**src/rtl/alu_sequencer.sv**
```systemverilog
// Execute-stage sequencer wrapping an external 32-bit ALU. It issues the ALU select and operands,
// builds SLT/SLTU from the subtract flags, and runs shifts one bit per cycle.
// Optional macro ALU_SEQ_BARREL_SHIFT_EN swaps the iterative shifter for a single-cycle barrel shift.
module alu_sequencer #(
  parameter int XLEN = 32
) (
  input  logic            clk,
  input  logic            rst_n,
  input  logic            in_valid,
  output logic            in_ready,
  input  logic [3:0]      op,
  input  logic [XLEN-1:0] rs1,
  input  logic [XLEN-1:0] rs2,
  output logic [3:0]      alu_gsel,
  output logic [XLEN-1:0] alu_a,
  output logic [XLEN-1:0] alu_b,
  input  logic [XLEN-1:0] alu_g,
  input  logic [3:0]      alu_flags,
  output logic            out_valid,
  input  logic            out_ready,
  output logic [XLEN-1:0] result,
  output logic [3:0]      out_flags
);
  localparam logic [3:0] OP_ADD = 4'b0000, OP_SUB = 4'b1000, OP_SLL = 4'b0001, OP_SLT = 4'b0010,
                         OP_SLTU = 4'b0011, OP_XOR = 4'b0100, OP_SRL = 4'b0101, OP_SRA = 4'b1101,
                         OP_OR = 4'b0110, OP_AND = 4'b0111;
  localparam logic [3:0] G_ADD = 4'b0000, G_SUB = 4'b0001, G_XOR = 4'b1000, G_OR = 4'b1100,
                         G_AND = 4'b1110;

  typedef enum logic [1:0] {IDLE, EXEC, SHIFT, DONE} state_t;

  state_t          state, state_nx;
  logic [3:0]      op_q;
  logic [XLEN-1:0] a_q, b_q, shreg, shreg_nx, sh_step, res_nx;
  logic [4:0]      cnt, cnt_nx, shamt;
  logic [3:0]      flg_nx;

  assign shamt     = b_q[4:0];
  assign in_ready  = (state == IDLE);
  assign out_valid = (state == DONE);

`ifdef ALU_SEQ_BARREL_SHIFT_EN
  logic [XLEN-1:0] barrel;
  always_comb begin
    case (op_q)
      OP_SLL:  barrel = a_q << shamt;
      OP_SRA:  barrel = $signed(a_q) >>> shamt;
      default: barrel = a_q >> shamt;
    endcase
  end
`endif

  always_comb begin
    state_nx = state;
    shreg_nx = shreg;
    cnt_nx   = cnt;
    res_nx   = result;
    flg_nx   = out_flags;
    alu_gsel = G_ADD;
    alu_a    = '0;
    alu_b    = '0;
    sh_step  = '0;
    case (state)
      IDLE: if (in_valid) state_nx = EXEC;
      EXEC: begin
        state_nx = DONE;
        alu_a    = a_q;
        alu_b    = b_q;
        case (op_q)
          OP_ADD, OP_SUB: begin
            alu_gsel = (op_q == OP_SUB) ? G_SUB : G_ADD;
            res_nx   = alu_g;
            flg_nx   = alu_flags;
          end
          // A + ~B + 1: signed less-than is N^V, unsigned borrow is ~C
          OP_SLT, OP_SLTU: begin
            alu_gsel = G_SUB;
            res_nx   = {{(XLEN-1){1'b0}},
                        (op_q == OP_SLT) ? (alu_flags[1] ^ alu_flags[0]) : ~alu_flags[2]};
            flg_nx   = alu_flags;
          end
          OP_XOR, OP_OR, OP_AND: begin
            alu_gsel = (op_q == OP_XOR) ? G_XOR : (op_q == OP_OR) ? G_OR : G_AND;
            res_nx   = alu_g;
            flg_nx   = {alu_g == '0, 3'b000};
          end
          OP_SLL, OP_SRL, OP_SRA: begin
            alu_a = '0;
            alu_b = '0;
`ifdef ALU_SEQ_BARREL_SHIFT_EN
            res_nx = barrel;
            flg_nx = {barrel == '0, 3'b000};
`else
            if (shamt == '0) begin
              res_nx = a_q;
              flg_nx = {a_q == '0, 3'b000};
            end else begin
              shreg_nx = a_q;
              cnt_nx   = shamt;
              state_nx = SHIFT;
            end
`endif
          end
          default: begin
            alu_a  = '0;
            alu_b  = '0;
            res_nx = '0;
            flg_nx = 4'b0000;
          end
        endcase
      end
      SHIFT: begin
        case (op_q)
          // left shift by one is shreg + shreg through the ALU adder
          OP_SLL: begin
            alu_a   = shreg;
            alu_b   = shreg;
            sh_step = alu_g;
          end
          OP_SRA:  sh_step = {shreg[XLEN-1], shreg[XLEN-1:1]};
          default: sh_step = {1'b0, shreg[XLEN-1:1]};
        endcase
        shreg_nx = sh_step;
        cnt_nx   = cnt - 5'd1;
        if (cnt == 5'd1) begin
          res_nx   = sh_step;
          flg_nx   = {sh_step == '0, 3'b000};
          state_nx = DONE;
        end
      end
      DONE: if (out_ready) state_nx = IDLE;
      default: state_nx = IDLE;
    endcase
  end

  always_ff @(posedge clk or negedge rst_n) begin
    if (!rst_n) begin
      state     <= IDLE;
      op_q      <= '0;
      a_q       <= '0;
      b_q       <= '0;
      shreg     <= '0;
      cnt       <= '0;
      result    <= '0;
      out_flags <= '0;
    end else begin
      state     <= state_nx;
      shreg     <= shreg_nx;
      cnt       <= cnt_nx;
      result    <= res_nx;
      out_flags <= flg_nx;
      if (state == IDLE && in_valid) begin
        op_q <= op;
        a_q  <= rs1;
        b_q  <= rs2;
      end
    end
  end
endmodule

```
**config.mk**
```make
export PLATFORM = sky130hd
export DESIGN_NAME = alu_sequencer
export DESIGN_NICKNAME = d
export VERILOG_FILES = /design/src/rtl/alu_sequencer.sv
export SDC_FILE = /design/constraint.sdc
export NUM_CORES = 1
export LEC_CHECK = 0
export ABC_AREA = 0
export CAP_MARGIN = 20
export CORE_MARGIN = 5
export CORE_UTILIZATION = 53
export DETAILED_ROUTE_END_ITERATION = 8
export GPL_ROUTABILITY_DRIVEN = 0
export PLACE_DENSITY = 0.91
export SETUP_SLACK_MARGIN = 0.1
export SYNTH_ARGS = -nofsm -noshare
export SYNTH_HDL_FRONTEND = slang
export SYNTH_SLANG_ARGS = --single-unit
```
**constraint.sdc**
```tcl
create_clock -name clk -period 5.5 [get_ports clk]
set_input_delay 1.65 -clock clk [delete_from_list [all_inputs] [get_ports clk]]
set_output_delay 1.65 -clock clk [all_outputs]
set_load 0.01 [all_outputs]
```
==> results of run 1 <==
layout make-up:
type / count / area (µm²) / share of cell area, %
Clock buffer: 20 / 447 / 4.13
Clock inverter: 11 / 93.8 / 0.867
Inverter: 11 / 41.3 / 0.381
Multi-Input combinational cell: 636 / 4170 / 38.5
Sequential cell: 143 / 3580 / 33.1
Tap cell: 188 / 235 / 2.17
Timing Repair Buffer: 227 / 2260 / 20.9
what timing repair did:
item                       CTS  global route
buffers inserted             0             0
gates resized for setup      1             1
setup endpoints to repair    2             3
where the power goes:
group	total (µW)	leakage, µW	internal, µW	switching [µW]
Clock	1090	0.000257	626	461
Sequential	2260	0.00173	1610	652
Combinational	4060	0.00233	1870	2190
logic make-up (layout without fill, tap and decap cells):
kind of cell | count (synthesis) | after routing | share of synthesized area, %
muxes | 101 | 101 | 15.6
AOI/OAI and AO/OA | 203 | 203 | 16.7
buffers and inverters | 77 | 269 | 4.50
and+or+nand+nor | 325 | 325 | 17.8
DFF | 143 | 143 | 44.4
xor gates and xnor gates | 1 | 1 | 0.109
adders and majority gates | 6 | 6 | 0.932
per-layer routing:
| layer | vias to the layer above | routed length [µm] |
|---|---|---|
| met5 | - | 0 |
| met4 | 0 | 1110 |
| met3 | 108 | 3600 |
| met2 | 642 | 13000 |
| met1 | 3919 | 11300 |
| li1 | 3460 | - |
per-stage QoR:
step / total power, µW / area [µm²]
after global routing: 7780 / 10800
after detailed placement: 6170 / 10200
after floorplan: 4730 / 8060
final: 7410 / 10800
after CTS: 7270 / 10800
after global placement: 6040 / 10200
flip-flops by register name, summed over array words and instances (netlist names):
| register | count |
|---|---|
| a_q | 32 |
| b_q | 32 |
| cnt | 5 |
| op_q | 4 |
| out_flags | 4 |
| result | 32 |
| shreg | 32 |
| state | 2 |
cells in the mapped netlist, drive strengths merged, types with 2 or more instances:
library cell | count | share of area, %
ha | 6 | 0.93
o211ai | 30 | 2.8
mux2 | 99 | 15
mux2i | 2 | 0.40
nand3 | 33 | 2.0
a211oi | 3 | 0.34
and3 | 5 | 0.39
nand2 | 232 | 11
a221oi | 32 | 3.5
a22oi | 4 | 0.37
nand2b | 2 | 0.16
o21ai | 16 | 0.99
o31ai | 4 | 0.37
nor2b | 3 | 0.23
nor3 | 4 | 0.25
dfrtp | 143 | 44
a21oi | 74 | 4.6
buf | 31 | 2.4
nor4 | 23 | 1.8
or4 | 2 | 0.23
nand4 | 4 | 0.31
nor2 | 8 | 0.61
inv | 10 | 0.47
a31oi | 31 | 2.5
clkbuf | 35 | 1.6
and2 | 2 | 0.16
how the worst max path moves through the flow:
stage | start | endpoint | slack (ns) | cells after the start
floorplan | state[1] | alu_a[0] | 1.90 | 8
global placement | state[1] | alu_b[25] | 0.51 | 7
detailed placement | state[1] | alu_b[25] | 0.54 | 7
CTS | state[1] | alu_b[25] | 0.22 | 7
global route | state[1] | alu_b[25] | 0.16 | 7
finish | state[1] | alu_b[17] | 0.24 | 7
==> results.toml, run 1 <==
[floorplan]
coreArea_um2 = 15000
die_y_um = 133
die_w_um = 133
io_pins = 214
initial_core_util_pct = 53.6
core.rowCount = 45
dieArea_um2 = 17800

[critical_path]
start_kind = "register"
cpPeakStageDelay_ns = 0.64
worstReg2RegStart = "state[0]"
worst-path-buf-inv = 3
required_ns = 3.85
arrival_ns = 3.61
worstSetupPathType = "register to output port"
path_max_fanout = 40
r2r_end = "cnt[3]"
cp-end-kind = "output port"
r2r_slack_ns = 2.73
cpMaxStageDelayCell = "clkdlybuf4s50_1"
path_cells = "inv_1, ha_1, and3_4, buf_6, nand2_1, a21oi_1, clkdlybuf4s50_1"
r2r_cells = 8
crit_family = "buffers and inverters"

[timing]
fin_ws_ns = 0.238
tightest_slew_ns = 1.04
tns_ns = 0
fin_skew_ns = 0.00877
finalCriticalPeriod_ns = 5.26
finalMaxSlewViolations = 0
max-slew-margin-rel_pct = 30.4
finalSetupViolCount = 0
rsz0062_at_grt = "false"
fin_crit_sh_pct = 95.7
whs_ns = 0.506
fmax_mhz = 190
hold_viol = 0

[layout]
finalCoreUtilization_pct = 72.0
fin_cells = 1236
final_cell_mix = "nand2_1, clkdlybuf4s50_1, dfrtp_1, a21oi_1, mux2_2"
fillers = 1041
layout-drive-gt1-share_pct = 15.2
area_growth_syn_to_layout_pct = 34.3
final_nets = 1150
layout_commonest_cell = "nand2_1"
antenna_cells = 0

[status]
status = "finished, final reports clean"

[clock_network]
numCtsBuffers = 17
cts_tree = "done"
clock_latency_ns = 0.44
clk_pin_slew_ns = 0.06
clock-root-buffer = "clkbuf_16"
clockBufferDepth = 2
h-tree-depth = 4
clock_sinks = 143
cts_hold_buf = 0

[placed_design]
dp_cells = 1204
pre_cts_ws_ns = 0.535
hpwlAfterDp_um = 20200
numPortBuffers = 213

[yosys]
netlist_area_um2 = 8060
synth_cell_types = 55
synthCells = 856
syn_area_per_cell_um2 = 9.41
ys_ff_latch = 143
yosysWarnings = 0
async_flop_share_pct = 100
synth.net_count = 970
ys_seq_area_share_pct = 44.4
yosys_most_used_dff = "dfrtp_1"
synth_edf_count = 0

[min_path]
holdPathEnd = "b_q[10]"
hp-start = "b_q[10]"
hold_class = "register to register"
whs_path_depth = 1

[pwr]
power.density_nw_per_um2 = 684
ir_drop_mv = 0.375
leakage_uw = 0.00432

[detailed_routing]
first_iter_violations = 1672
wl_per_cell_um = 23.5
vias = 8129
drc = 0
ant_nets = 0
drt-total-wl_um = 29000
firstDrtPassIters = 8
vias_per_cell = 6.58

[global_route]
busiest_layer = "met2"
grt_max_degree = 128
antenna_found_initial = 0
grt.met2_usage_pct = 49.3
grt_pass1_wl_um = 45100
use_met3_pct = 10.4
use_met1_pct = 44.1
grt_use_total_pct = 32.6
overflow = 0
grt_pass1_vias = 7989

[job]
max-cap-violations = 0
Power figures use the tool's default switching activity.
==> inputs of run 2 (changes only) <==
--- a/config.mk
+++ b/config.mk
@@ -6,8 +6,6 @@
 export NUM_CORES = 1
 export LEC_CHECK = 0
 export ABC_AREA = 0
-export CAP_MARGIN = 20
-export CORE_MARGIN = 5
 export CORE_UTILIZATION = 53
 export DETAILED_ROUTE_END_ITERATION = 8
 export GPL_ROUTABILITY_DRIVEN = 0
==> results.toml, run 2 (synthesized netlist as in run 1, its figures left out) <==
[job]
max-cap-violations = 0

[critical_path]
arrival_ns = 3.27
required_ns = 3.85
cp-end-kind = "output port"
r2r_slack_ns = 2.70
r2r_cells = 8
worstSetupPathType = "register to output port"
path_max_fanout = 48
start_kind = "register"

[detailed_routing]
vias = 8080
vias_per_cell = 6.55
ant_nets = 0
drt-total-wl_um = 27500
firstDrtPassIters = 9
drc = 13
first_iter_violations = 1266
wl_per_cell_um = 22.3

[floorplan]
die_w_um = 125
die_y_um = 125
dieArea_um2 = 15700
core.rowCount = 44
coreArea_um2 = 14700
io_pins = 214
initial_core_util_pct = 54.8

[clock_network]
clock-root-buffer = "clkbuf_16"
clock_latency_ns = 0.43
clockBufferDepth = 2
numCtsBuffers = 17
cts_setup_buffers = 0
cts_hold_buf = 0
clk_pin_slew_ns = 0.06
cts_tree = "done"
clock_sinks = 143
cts_resized = 0
h-tree-depth = 4

[pwr]
leakage_uw = 0.00435
power.density_nw_per_um2 = 684
power_frac_comb_pct = 53.7
switching_share_pct = 43.8
p_seq_share_pct = 30.5
ir_drop_mv = 0.385
p_clk_share_pct = 15.8
power_switching_uw = 3250
power.internal_uw = 4170

[global_route]
grt_pass1_vias = 7902
overflow = 0
grt_pass1_wl_um = 43200
grt_max_degree = 126
antenna_found_initial = 0
grt_use_total_pct = 35.9

[layout]
layout-drive-gt1-share_pct = 15.4
antenna_cells = 0
area_growth_syn_to_layout_pct = 34.7
final_cell_mix = "nand2_1, clkdlybuf4s50_1, dfrtp_1, a21oi_1, mux2_2"
layout_commonest_cell = "nand2_1"
final_nets = 1150

[timing]
fmax_mhz = 203
finalCriticalPeriod_ns = 4.92
whs_ns = 0.507
tightest_slew_ns = 1.14
tns_ns = 0
max-slew-margin-rel_pct = 22.2
hold_viol = 0
fin_crit_sh_pct = 89.4
finalSetupViolCount = 0
fin_skew_ns = 0.00835
rsz0062_at_grt = "false"
finalMaxSlewViolations = 0

[min_path]
whs_path_depth = 1
hold_class = "register to register"

[placed_design]
numPortBuffers = 213
hpwlAfterDp_um = 19100

[status]
status = "finished, violations left"
violations = "design-rule violations"
[run 2: changes by cell type in the layout (fill, tap and decap cells not counted), sizes merged]
cell    change
bufinv      +2
clkinv      +2
clkbuf      -3
[run 2: worst paths after layout]
check                         start         end
setup / recovery           state[1]   alu_b[12]
hold / removal              b_q[28]     b_q[28]
setup reg to reg           state[1]      cnt[4]
hold reg to reg             b_q[28]     b_q[28]
max in group asynchronous     rst_n     b_q[11]
min in group asynchronous     rst_n  result[21]
[run 2: area by class of cell]
type | instances | area, µm²
repair buffers | 227 | 2250
multi-input cells | 636 | 4150
flip-flops and latches | 143 | 3580
fillers | 1024 | 3850
clock inverters | 15 | 171
well taps | 184 | 230
clock buffers | 17 | 425
inverters | 11 | 41.3
[run 2: power by group through the flow]
stage                     logic, µW  registers (µW)  clock network, µW
after floorplan                2710            2020                  0
after global placement         3760            2210                  0
after detailed placement       3880            2230                  0
after CTS                      3940            2230               1180
after global routing           4270            2310               1230
final                          3980            2270               1170
[run 2: worst max-delay path, cell delays in order (launching register included)]
cell and delay [ns]:
dfrtp_1 0.45, inv_1 0.15, ha_1 0.42, and3_2 0.53, buf_12 0.29, nand2_1 0.09
a21oi_1 0.28, clkdlybuf4s50_1 0.62
[run 2: metrics by stage]
stage | power (µW) | setup slack [ns] | instance area [µm²] | instances | utilization (%)
global placement | 5970 | 1.11 | 10300 | 1201 | 69.8
detailed placement | 6120 | 1.11 | 10300 | 1201 | 69.8
floorplan | 4730 | 1.90 | 8060 | 856 | -
finish | 7430 | 0.585 | 10900 | 1233 | 73.8
global route | 7810 | 0.409 | 10900 | 1233 | 73.8
CTS | 7350 | 0.594 | 10900 | 1233 | 73.8
[run 2: routing by layer]
layer  routed length, µm  GRT usage [%]
met1               10100           45.7
met2               12900           58.1
met3                3430           10.6
met4                 995           13.1
met5                   0              0
==> inputs of run 3 (changes only) <==
==> constraint.sdc (replaced) <==
create_clock -name clk -period 5.9 [get_ports clk]
set_input_delay 1.77 -clock clk [delete_from_list [all_inputs] [get_ports clk]]
set_output_delay 1.77 -clock clk [all_outputs]
set_load 0.01 [all_outputs]
==> results.toml, run 3 (synthesized netlist as in run 1, its figures left out) <==
[pwr]
power_switching_uw = 3020
ir_drop_mv = 0.421
p_clk_share_pct = 16.1
p_seq_share_pct = 30.4
power.internal_uw = 3900
power_frac_comb_pct = 53.5
switching_share_pct = 43.6
power.density_nw_per_um2 = 638
power.total_uw = 6910
leakage_uw = 0.00433

[critical_path]
path_max_fanout = 34
cp_common_cell = "buf_4"
arrival_ns = 3.64
crit_family = "buffers and inverters"
r2r_slack_ns = 3.14
r2r_cells = 6
cpMaxStageDelayCell = "clkdlybuf4s50_1"
worstSetupPathType = "register to output port"
worstReg2RegStart = "state[0]"
crit_cells = 7
cpPeakStageDelay_ns = 0.60
r2r_end = "out_flags[1]"
worst-path-buf-inv = 3
cp-end-kind = "output port"
required_ns = 4.13
start_kind = "register"
path_cells = "or4b_1, buf_4, nor2_2, buf_4, nand2_1, a21oi_1, clkdlybuf4s50_1"

[layout]
fillers = 1027
final_cell_mix = "nand2_1, clkdlybuf4s50_1, dfrtp_1, a21oi_1, mux2_2"
layout-drive-gt1-share_pct = 15.4
register_area_um2 = 3580
final_nets = 1149
multi_input_area_um2 = 4150
area_growth_syn_to_layout_pct = 34.5
layout_commonest_cell = "nand2_1"
antenna_cells = 0

[detailed_routing]
ant_nets = 0
vias = 8070
firstDrtPassIters = 9
vias_per_cell = 6.55
wl_per_cell_um = 22.3
drt-total-wl_um = 27400
drc = 13
first_iter_violations = 1166

[timing]
tightest_slew_ns = 1.21
hold_viol = 0
fmax_mhz = 185
tns_ns = 0
finalMaxSlewViolations = 0
finalSetupViolCount = 0
finalCriticalPeriod_ns = 5.41
fin_skew_ns = 0.00751
rsz0062_at_grt = "false"
fin_crit_sh_pct = 91.7
max-slew-margin-rel_pct = 17.3

[clock_network]
clock_latency_ns = 0.43
h-tree-depth = 4
cts_setup_buffers = 0
clock-root-buffer = "clkbuf_16"
clockBufferDepth = 2
cts_tree = "done"
cts_hold_buf = 0
clk_pin_slew_ns = 0.06
cts_resized = 0
clock_sinks = 143
numCtsBuffers = 17

[placed_design]
numPortBuffers = 213
hpwlAfterDp_um = 19200

[global_route]
overflow = 0
grt_pass1_wl_um = 42800
antenna_found_initial = 0
grt_max_degree = 127
grt_pass1_vias = 7711
grt_use_total_pct = 35.7

[min_path]
hold_class = "register to register"
holdPathEnd = "b_q[21]"
whs_path_depth = 1
hp-start = "b_q[21]"

[floorplan]
die_w_um = 125
io_pins = 214
coreArea_um2 = 14700
die_y_um = 125
core.rowCount = 44
dieArea_um2 = 15700
initial_core_util_pct = 54.8

[status]
status = "finished, violations left"
violations = "design-rule violations"

[job]
max-cap-violations = 0
## run 3: cell count changes in the layout (fill, tap and decap cells not counted), sizes merged
cell / before / now
clkinv: 9 / 6
clkinvlp: 4 / 6
clkbuf: 17 / 18
buf: 15 / 14
## run 3: worst max path at each step
| stage | startpoint | to | slack (ns) |
|---|---|---|---|
| floorplan | state[1] | alu_a[0] | 2.18 |
| global placement | state[1] | alu_b[27] | 1.13 |
| detailed placement | op_q[2] | alu_a[16] | 1.09 |
| CTS | state[1] | alu_b[27] | 0.61 |
| global route | op_q[1] | alu_a[16] | 0.41 |
| finish | op_q[2] | alu_a[16] | 0.49 |
## run 3: power groups by stage
stage               clock (µW)  combinational [µW]  sequential [µW]
floorplan                    0                2520             1880
global placement             0                3510             2050
detailed placement           0                3630             2080
CTS                       1110                3650             2070
global route              1160                3980             2150
finish                    1110                3700             2110
## run 3: final cells by class
class                           instances  share of cell area, %
Clock buffer                           18                   4.05
Clock inverter                         14                   1.55
Inverter                               11                  0.381
Multi-Input combinational cell        636                   38.3
Sequential cell                       143                   33.0
Tap cell                              184                   2.12
Timing Repair Buffer                  226                   20.6
## run 3: per-layer routing
metal / part of all wire [%] / GRT usage (%) / vias up
li1: - / - / 3452
met2: 46 / 55.6 / 647
met1: 37 / 46.0 / 3846
met5: 0 / 0 / -
met4: 4.1 / 16.7 / 0
met3: 12 / 10.5 / 125
## run 3: per-stage QoR
stage / utilization, % / hold slack, ns / area [µm²] / std cells / setup slack (ns)
final: 73.8 / 0.507 / 10800 / 1232 / 0.492
after global routing: 73.8 / 0.518 / 10800 / 1232 / 0.413
after CTS: 73.8 / 0.508 / 10800 / 1232 / 0.613
after detailed placement: 69.6 / 0.493 / 10200 / 1200 / 1.09
after global placement: 69.6 / 0.488 / 10200 / 1200 / 1.13
after floorplan: - / 0.450 / 8060 / 856 / 2.18
